$ cat src/rtl/bp_be_rec_to_fp.sv
// bp_be_rec_to_fp
//   Converts a HardFloat recoded double (65 bits) into an IEEE-754 binary64
//   value, or into a NaN-boxed binary32 value when raw_sp_not_dp_i is set.
//   The conversion is combinational. It is followed by latency_p register
//   stages that carry {v, raw}.
//
//   Optional feature (macro BP_REC_TO_FP_COUNTER_EN):
//     When the macro is defined, a conversion counter counts input-side valids.
//     When the macro is undefined, count_o is tied to 0 and clear_i is ignored.
//
// Parameters
//   latency_p  number of output register stages (0 = combinational)
//   max_val_p  terminal value of the counter; the counter wraps to 0 after it
//
// Ports
//   clk_i            clock; all state changes on the rising edge
//   reset_i          asynchronous, active-low reset
//   v_i              input valid
//   rec_i[64:0]      recoded double: sign [64], exp [63:52], sig [51:0]
//   raw_sp_not_dp_i  1 = NaN-boxed binary32, 0 = binary64
//   clear_i          synchronous counter clear
//   raw_o[63:0]      IEEE-754 result
//   v_o              output valid
//   count_o          conversion count
module bp_be_rec_to_fp #(
    parameter int latency_p = 1,
    parameter int max_val_p = 2**30,
    localparam int cnt_w_lp = $clog2(max_val_p + 1)
) (
    input  logic                clk_i,
    input  logic                reset_i,
    input  logic                v_i,
    input  logic [64:0]         rec_i,
    input  logic                raw_sp_not_dp_i,
    input  logic                clear_i,
    output logic [63:0]         raw_o,
    output logic                v_o,
    output logic [cnt_w_lp-1:0] count_o
);

    // ------------------------------------------------------------------
    // Combinational conversion
    // ------------------------------------------------------------------
    logic        sign;
    logic [11:0] exp;
    logic [51:0] sig;

    assign sign = rec_i[64];
    assign exp  = rec_i[63:52];
    assign sig  = rec_i[51:0];

    logic [11:0] dp_exp_full;   // E + 1023 = exp - 1025
    logic [11:0] dp_shift;      // k = 1026 - exp (meaningful only when subnormal)
    logic [52:0] dp_mant_sh;
    logic [11:0] sp_exp_full;   // E + 127 = exp - 1921
    logic [11:0] sp_shift;      // -126 - E = 1922 - exp
    logic [23:0] sp_mant_sh;
    logic [63:0] dp_raw;
    logic [31:0] sp_raw;
    logic [63:0] conv_raw;

    assign dp_exp_full = exp - 12'd1025;
    assign dp_shift    = 12'd1026 - exp;
    assign dp_mant_sh  = {1'b1, sig} >> dp_shift[5:0];
    assign sp_exp_full = exp - 12'd1921;
    assign sp_shift    = 12'd1922 - exp;
    assign sp_mant_sh  = {1'b1, sig[51:29]} >> sp_shift[4:0];

    always_comb begin
        dp_raw = '0;
        sp_raw = '0;
        unique case (exp[11:9])
            3'b000: begin
                dp_raw = {sign, 63'b0};
                sp_raw = {sign, 31'b0};
            end
            3'b110: begin
                dp_raw = {sign, 11'h7FF, 52'b0};
                sp_raw = {sign, 8'hFF, 23'b0};
            end
            3'b111: begin
                dp_raw = {sign, 11'h7FF, sig};
                // Force the quiet bit so a truncated payload never becomes infinity.
                sp_raw = {sign, 8'hFF, 1'b1, sig[50:29]};
            end
            default: begin
                if (exp >= 12'd1026) begin
                    dp_raw = {sign, dp_exp_full[10:0], sig};
                end else if (dp_shift > 12'd52) begin
                    dp_raw = {sign, 63'b0};
                end else begin
                    dp_raw = {sign, 11'h0, dp_mant_sh[51:0]};
                end

                // Single precision truncates sig[28:0]; no rounding is done.
                if (exp >= 12'd1922) begin
                    sp_raw = {sign, sp_exp_full[7:0], sig[51:29]};
                end else if (sp_shift > 12'd23) begin
                    sp_raw = {sign, 31'b0};
                end else begin
                    sp_raw = {sign, 8'h0, sp_mant_sh[22:0]};
                end
            end
        endcase
        conv_raw = raw_sp_not_dp_i ? {32'hFFFF_FFFF, sp_raw} : dp_raw;
    end

    // ------------------------------------------------------------------
    // Output stages: free-running shift, raw moves regardless of valid
    // ------------------------------------------------------------------
    if (latency_p == 0) begin : g_comb
        assign v_o   = v_i;
        assign raw_o = conv_raw;
    end else begin : g_pipe
        logic [latency_p-1:0] v_q;
        logic [latency_p-1:0] v_d;
        logic [63:0]          raw_q [latency_p];
        logic [63:0]          raw_d [latency_p];

        for (genvar gi = 0; gi < latency_p; gi++) begin : g_stage
            if (gi == 0) begin : g_first
                assign v_d[gi]   = v_i;
                assign raw_d[gi] = conv_raw;
            end else begin : g_next
                assign v_d[gi]   = v_q[gi-1];
                assign raw_d[gi] = raw_q[gi-1];
            end

            always_ff @(posedge clk_i or negedge reset_i) begin
                if (!reset_i) begin
                    v_q[gi]   <= 1'b0;
                    raw_q[gi] <= '0;
                end else begin
                    v_q[gi]   <= v_d[gi];
                    raw_q[gi] <= raw_d[gi];
                end
            end
        end

        assign v_o   = v_q[latency_p-1];
        assign raw_o = raw_q[latency_p-1];
    end

    // ------------------------------------------------------------------
    // Conversion counter (input side, independent of latency_p)
    // ------------------------------------------------------------------
`ifdef BP_REC_TO_FP_COUNTER_EN
    localparam logic [cnt_w_lp-1:0] max_lp = cnt_w_lp'(max_val_p);

    logic [cnt_w_lp-1:0] count_q;
    logic [cnt_w_lp-1:0] count_d;

    always_comb begin
        count_d = count_q;
        if (clear_i) begin
            count_d = v_i ? cnt_w_lp'(1) : '0;
        end else if (v_i) begin
            count_d = (count_q == max_lp) ? '0 : count_q + cnt_w_lp'(1);
        end
    end

    always_ff @(posedge clk_i or negedge reset_i) begin
        if (!reset_i) begin
            count_q <= '0;
        end else begin
            count_q <= count_d;
        end
    end

    assign count_o = count_q;
`else
    logic unused_clear;
    assign unused_clear = clear_i;
    assign count_o      = '0;
`endif

endmodule

$ cat config.mk
export PLATFORM = sky130hd
export DESIGN_NAME = bp_be_rec_to_fp
export DESIGN_NICKNAME = d
export VERILOG_FILES = /design/src/rtl/bp_be_rec_to_fp.sv
export SDC_FILE = /design/constraint.sdc
export NUM_CORES = 1
export LEC_CHECK = 0
export BUFFER_PORTS_ARGS = -buffer_cell sky130_fd_sc_hd__buf_2
export CAP_MARGIN = 20
export CORE_MARGIN = 3
export CORE_UTILIZATION = 31
export CTS_BUF_LIST = sky130_fd_sc_hd__clkbuf_2
export DETAILED_ROUTE_END_ITERATION = 10
export PLACE_DENSITY = 0.54
export SLEW_MARGIN = 15
export SYNTH_ARGS = -nofsm -noshare
export SYNTH_HDL_FRONTEND = slang
export SYNTH_SLANG_ARGS = --single-unit
$ cat constraint.sdc
create_clock -name clk_i -period 0.8 [get_ports clk_i]
set_clock_uncertainty 0.15 [all_clocks]
set_input_delay 0.16 -clock clk_i [delete_from_list [all_inputs] [get_ports clk_i]]
set_output_delay 0.16 -clock clk_i [all_outputs]
set_load 0.03 [all_outputs]
==> impl_metrics.tcl, run 1 <==
set metrics [dict create \
    pin_count 166 \
    finalMaxSlewViolations 0 \
    synth.largest_area_cell "dfrtp_1" \
    grt_pass1_wl_um 53800 \
    arrival_ns 2.55 \
    clock_path_buffers 2 \
    dieArea_um2 24900 \
    period_share_pct 288 \
    clockRootBuffer "clkbuf_2" \
    cts_made_buffers 9 \
    dpl_cell_area_um2 10400 \
    place_congestion 1.05 \
    p_per_area_nw_per_um2 1380 \
    htreeDepth 3 \
    yosysWarnings 0 \
    synthTopCellsByArea "dfrtp_1, mux4_2, mux2i_1" \
    dpl.hpwl_um 28000 \
    grt_max_degree 57 \
    outcome "finished, violations left" \
    synth_ff_type "dfrtp_1" \
    start_util_pct 32.2 \
    switchingPower_mw 7.78 \
    grt-ovfl-total 0 \
    final_common_cell "buf_4" \
    die-height_um 158 \
    synth_cell_types 77 \
    wl_per_cell_um 24.5 \
    ys_ff_latch 65 \
    final_cell_mix "buf_4, buf_6, buf_2, dfrtp_1, a21oi_1" \
    areaGrowthSynthToFinish_pct 82.2 \
    dr.pass1.iters 5 \
    failed_checks "negative hold slack, negative setup slack" \
    hold_viol_final 52 \
    rows 54 \
    first_global_vias 8694 \
    p_int_mw 10.2 \
    chipWidth_um 158 \
    synth_top_area_share_pct 22.7 \
    cts.clk_slew.worst_paths_ns 0.20 \
    p_seq_share_pct 20.5 \
    critPathCaptureType "register" \
    critPathLaunchType "input pin" \
    ant_nets 0 \
    core_area_um2 22200 \
    pwr-share-clk_pct 11.9 \
    fin_tns_setup_ns -112.29 \
    antenna_found_initial 2 \
    setup_ws_ns -1.50 \
    cts_sinks 65 \
    drc 0 \
    synthCells 770 \
    whs_ns -0.160 \
    nets 1319 \
    max_slew_margin_pct 63.3 \
    hold_class "in -> reg" \
    routed_wl_um 37600 \
    drt_iter0_drc 919 \
    ir_drop_mv 0.656 \
    hold_buffers 4 \
    path_class "in -> reg" \
    grt_usage_pct 28.9 \
    max-cap-violations 0 \
    max_freq_ghz 0.434 \
    design_area_um2 13000 \
    synthArstFlopShare_pct 100 \
    combPwrFrac_pct 67.6 \
    crit_fanout 7 \
    vias 9005 \
    leakagePower_nw 5.61 \
    avgSynthCellArea_um2 9.29 \
    period_needed_ns 2.30 \
    cts_tree "done" \
    rsz0062_at_grt "true" \
    via_per_inst 5.88 \
    swShare_pct 43.2 \
    required_ns 1.05 \
    synth-edff-count 0 \
    portBuffers 133 \
    setup_violations 128 \
    drive_gt1_share_pct 64.6 \
    synth_area_um2 7160 \
    ys_seq_area_share_pct 22.7 \
    worstMarginPinSlew_ns 0.547 \
]
==> flip-flops by register name, indices dropped and copies added, names as in the netlist <==
name   cells
raw_o     64
v_o        1
==> per-layer routing <==
metal	global-route usage, %	wire (um)	up-vias
met4	11.1	1640	0
met1	40.0	14900	4358
met3	6.64	4370	111
li1	-	-	3887
met2	44.1	16600	649
met5	0	0	-
==> power groups by stage <==
stage	logic [mW]	registers [mW]	clock network, mW
after floorplan	4.11	4.25	0
after detailed placement	9.01	3.68	0
final	12.2	3.69	2.14
after global routing	12.6	3.72	2.30
after global placement	9.00	3.68	0
after CTS	11.2	3.69	2.17
==> critical path: stages <==
cell and delay (ns):
buf_8 0.09, inv_6 0.03, ha_4 0.35, buf_8 0.15, buf_6 0.10, mux4_2 0.51, mux4_2 0.56, mux2i_2 0.20
o22ai_1 0.11, a221oi_2 0.22, a31oi_1 0.07
==> synth_stat cells (4+ instances only) <==
library cell	count
a211oi_1	7
a21o_1	4
a21oi_1	71
a221o_1	7
a221oi_1	14
a22oi_1	5
a31oi_1	15
a32oi_1	5
buf_2	21
buf_4	43
buf_6	6
clkbuf_1	31
dfrtp_1	65
inv_1	7
mux2_2	17
mux2i_1	57
mux4_1	10
mux4_2	44
nand2_1	62
nand2b_1	9
nand3_1	29
nand4_1	4
nor2_1	47
nor3_1	20
nor3b_1	4
nor4_1	4
o2111ai_1	6
o211a_1	7
o211ai_1	6
o21a_1	4
o21ai_0	34
o21ai_1	6
o22ai_1	10
o31ai_1	6
or3_1	4
xnor2_1	8
xor2_1	6
==> logic make-up (layout without fill, tap and decap cells) <==
| logic type | after synthesis | in the layout | share of synthesized area [%] |
|---|---|---|---|
| buffers and inverters | 113 | 564 | 9.35 |
| AOI/OAI and AO/OA | 237 | 237 | 22.7 |
| xor gates and xnor gates | 15 | 15 | 1.94 |
| muxes | 128 | 128 | 28.2 |
| adders and majority gates | 3 | 3 | 0.525 |
| and+or+nand+nor | 208 | 208 | 14.5 |
| DFF | 65 | 65 | 22.7 |
| other | 1 | 32 | 0.0524 |
==> layout make-up <==
cell class                      count  area [um2]
Fill cell                        1896        9190
Multi-Input combinational cell    622        6200
Timing Repair Buffer              540        4700
Sequential cell                    65        1630
Tap cell                          280         350
Clock inverter                      7        77.6
Clock buffer                        9        45.0
Inverter                            8        37.5
Antenna cell                        1        2.50
==> final timing paths <==
kind	end	start	depth (start not counted)
worst min-delay path	raw_o[44]$_DFF_PN0_	raw_sp_not_dp_i	3
worst max-delay path	raw_o[8]$_DFF_PN0_	rec_i[52]	11
max in group asynchronous	raw_o[39]$_DFF_PN0_	reset_i	3
min in group asynchronous	raw_o[3]$_DFF_PN0_	reset_i	3
==> metrics by stage <==
stage / setup slack [ns] / util, % / cells / power (mW)
2_1_floorplan: -2.48 / - / 800 / 8.35
3_3_place_gp: -2.39 / 47.0 / 1444 / 12.7
3_5_place_dp: -2.36 / 47.0 / 1444 / 12.7
4_1_cts: -1.45 / 56.4 / 1506 / 17.1
5_1_grt: -1.53 / 58.6 / 1532 / 18.6
6_report: -1.50 / 58.6 / 1532 / 18.0
==> timing repair <==
item	4_1_cts	5_1_grt
gates resized for setup	390	66
buffers inserted	41	27
gates cloned	5	1
hold endpoints to repair	116	78
endpoints found under the setup margin	128	128
pin swaps	75	28
Note: power is estimated with default switching activity, not from simulation.
==> run 2: changes to the inputs <==
--- a/config.mk
+++ b/config.mk
@@ -11,7 +11,9 @@
 export CORE_UTILIZATION = 31
 export CTS_BUF_LIST = sky130_fd_sc_hd__clkbuf_2
 export DETAILED_ROUTE_END_ITERATION = 10
+export GPL_TIMING_DRIVEN = 0
 export PLACE_DENSITY = 0.54
+export REMOVE_ABC_BUFFERS = 1
 export SLEW_MARGIN = 15
 export SYNTH_ARGS = -nofsm -noshare
 export SYNTH_HDL_FRONTEND = slang
==> impl_metrics.tcl, run 2 (synthesis gave the netlist of run 1 again) <==
set metrics [dict create \
    dr.pass1.iters 8 \
    max-cap-violations 0 \
    period_share_pct 308 \
    setup_ws_ns -1.66 \
    vias 8456 \
    slowest_stage "mux4_2" \
    whs_ns -0.280 \
    cts_sinks 65 \
    critPathCaptureType "register" \
    failed_checks "negative hold slack, negative setup slack" \
    start_util_pct 32.2 \
    portBuffers 133 \
    max_slew_margin_pct 31.3 \
    p_per_area_nw_per_um2 1450 \
    crit_fanout 8 \
    rows 54 \
    grt_util_met2_pct 41.9 \
    outcome "finished, violations left" \
    chipWidth_um 158 \
    required_ns 1.10 \
    design_area_um2 11600 \
    drc 0 \
    grt_max_degree 73 \
    grt_use_met3_pct 6.64 \
    routed_wl_um 36000 \
    drive_gt1_share_pct 52.2 \
    via_per_inst 6.36 \
    worstMarginPinSlew_ns 1.03 \
    cp_num_buf_inv 5 \
    grt-ovfl-total 0 \
    die-height_um 158 \
    hold_class "in -> reg" \
    wl_per_cell_um 27.0 \
    drt_iter0_drc 1314 \
    dpl.hpwl_um 22900 \
    place_congestion 0.973 \
    max_freq_ghz 0.406 \
    period_needed_ns 2.46 \
    setup_violations 128 \
    clockRootBuffer "clkbuf_2" \
    hold_viol_final 39 \
    htreeDepth 3 \
    pin_count 166 \
    grt_pass1_wl_um 51400 \
    finalMaxSlewViolations 0 \
    first_global_vias 7935 \
    nets 1116 \
    path_class "in -> reg" \
    final_common_cell "buf_6" \
    cts_made_buffers 9 \
    pre_cts_ws_ns -3.81 \
    finalPower_mw 16.9 \
    grt_use_met1_pct 37.6 \
    dpl_cell_area_um2 8010 \
    leakagePower_nw 4.64 \
    max_stage_delay_ns 0.54 \
    busiest_layer "met2" \
    core_area_um2 22200 \
    ant_nets 0 \
    dieArea_um2 24900 \
    rsz0062_at_grt "true" \
    arrival_ns 2.76 \
    cts_tree "done" \
    areaGrowthSynthToFinish_pct 62.7 \
    cts.clk_slew.worst_paths_ns 0.22 \
    largest_register_ffs 64 \
    crit_chain "buf_16 -> inv_12 -> ha_4 -> buf_12 -> buf_4 -> buf_6 -> mux2_2 -> mux4_2 -> nor2_4 -> a21oi_4 -> mux2_4 -> a221oi_4 -> a31oi_1" \
    critPathLaunchType "input pin" \
    critPathTopFamily "multiplexers" \
    fin_tns_setup_ns -118.55 \
    ir_drop_mv 0.684 \
    antenna_found_initial 3 \
    clock_path_buffers 2 \
    grt_usage_pct 27.6 \
    final_cell_mix "buf_6, buf_4, dfrtp_1, buf_2" \
]
## run 2: cell types whose count changed in the layout (fill, tap and decap cells not counted), moves of 5 or more
cell           change
buf_12             -6
buf_16             +9
buf_4            -228
dlygate4sd3_1     +27
mux2_2             +5
mux2_4             -5
mux2i_1            +8
mux2i_4            -6
nand3_2            -5
nor2_2             -6
## run 2: worst paths after layout
check	slack (ns)	from	endpoint	cells past startpoint
max	-1.66	rec_i[52]	raw_o[21]$_DFF_PN0_	13
max in group asynchronous	0.01	reset_i	raw_o[3]$_DFF_PN0_	3
min in group asynchronous	-0.18	reset_i	raw_o[20]$_DFF_PN0_	2
min	-0.28	rec_i[39]	raw_o[10]$_DFF_PN0_	3
## run 2: where the power goes
| group | switching, mW | internal [mW] | leakage, nW |
|---|---|---|---|
| clock network | 1.44 | 1.06 | 0.0831 |
| registers | 0.130 | 3.55 | 0.747 |
| logic | 5.89 | 4.83 | 3.81 |
## run 2: timing repair
item / CTS / global route
hold endpoints to repair: 128 / 98
setup buffers: 99 / 57
setup endpoints to repair: 128 / 174
resized for setup: 362 / 71
gates cloned: 10 / 1
hold buffers: 31 / 1
pin swaps: 65 / 50
## run 2: tightest hold or removal path, cell delays in order
cell and delay (ns):
buf_2 0.14, nand2_1 0.06, a31oi_1 0.07
## run 2: area by class of cell
| class | count | area [um2] |
|---|---|---|
| tap | 280 | 350 |
| multi-input combinational | 624 | 6100 |
| fill | 1929 | 10600 |
| inverter | 8 | 45.0 |
| clock buffer | 9 | 45.0 |
| timing repair buffer | 335 | 3370 |
| sequential | 65 | 1630 |
| clock inverter | 7 | 103 |
| antenna | 2 | 5.00 |
## run 2: metrics by stage
stage                     util [%]  instances
after floorplan                  -        695
after global placement        34.4       1108
after detailed placement      36.0       1122
after CTS                     49.0       1275
after global routing          52.4       1330
final                         52.4       1330
## run 2: per-layer routing
| layer | vias up | share of wire, % |
|---|---|---|
| met4 | 0 | 5.0 |
| met2 | 680 | 45 |
| met1 | 4156 | 38 |
| met3 | 120 | 12 |
| met5 | - | 0 |
| li1 | 3500 | - |
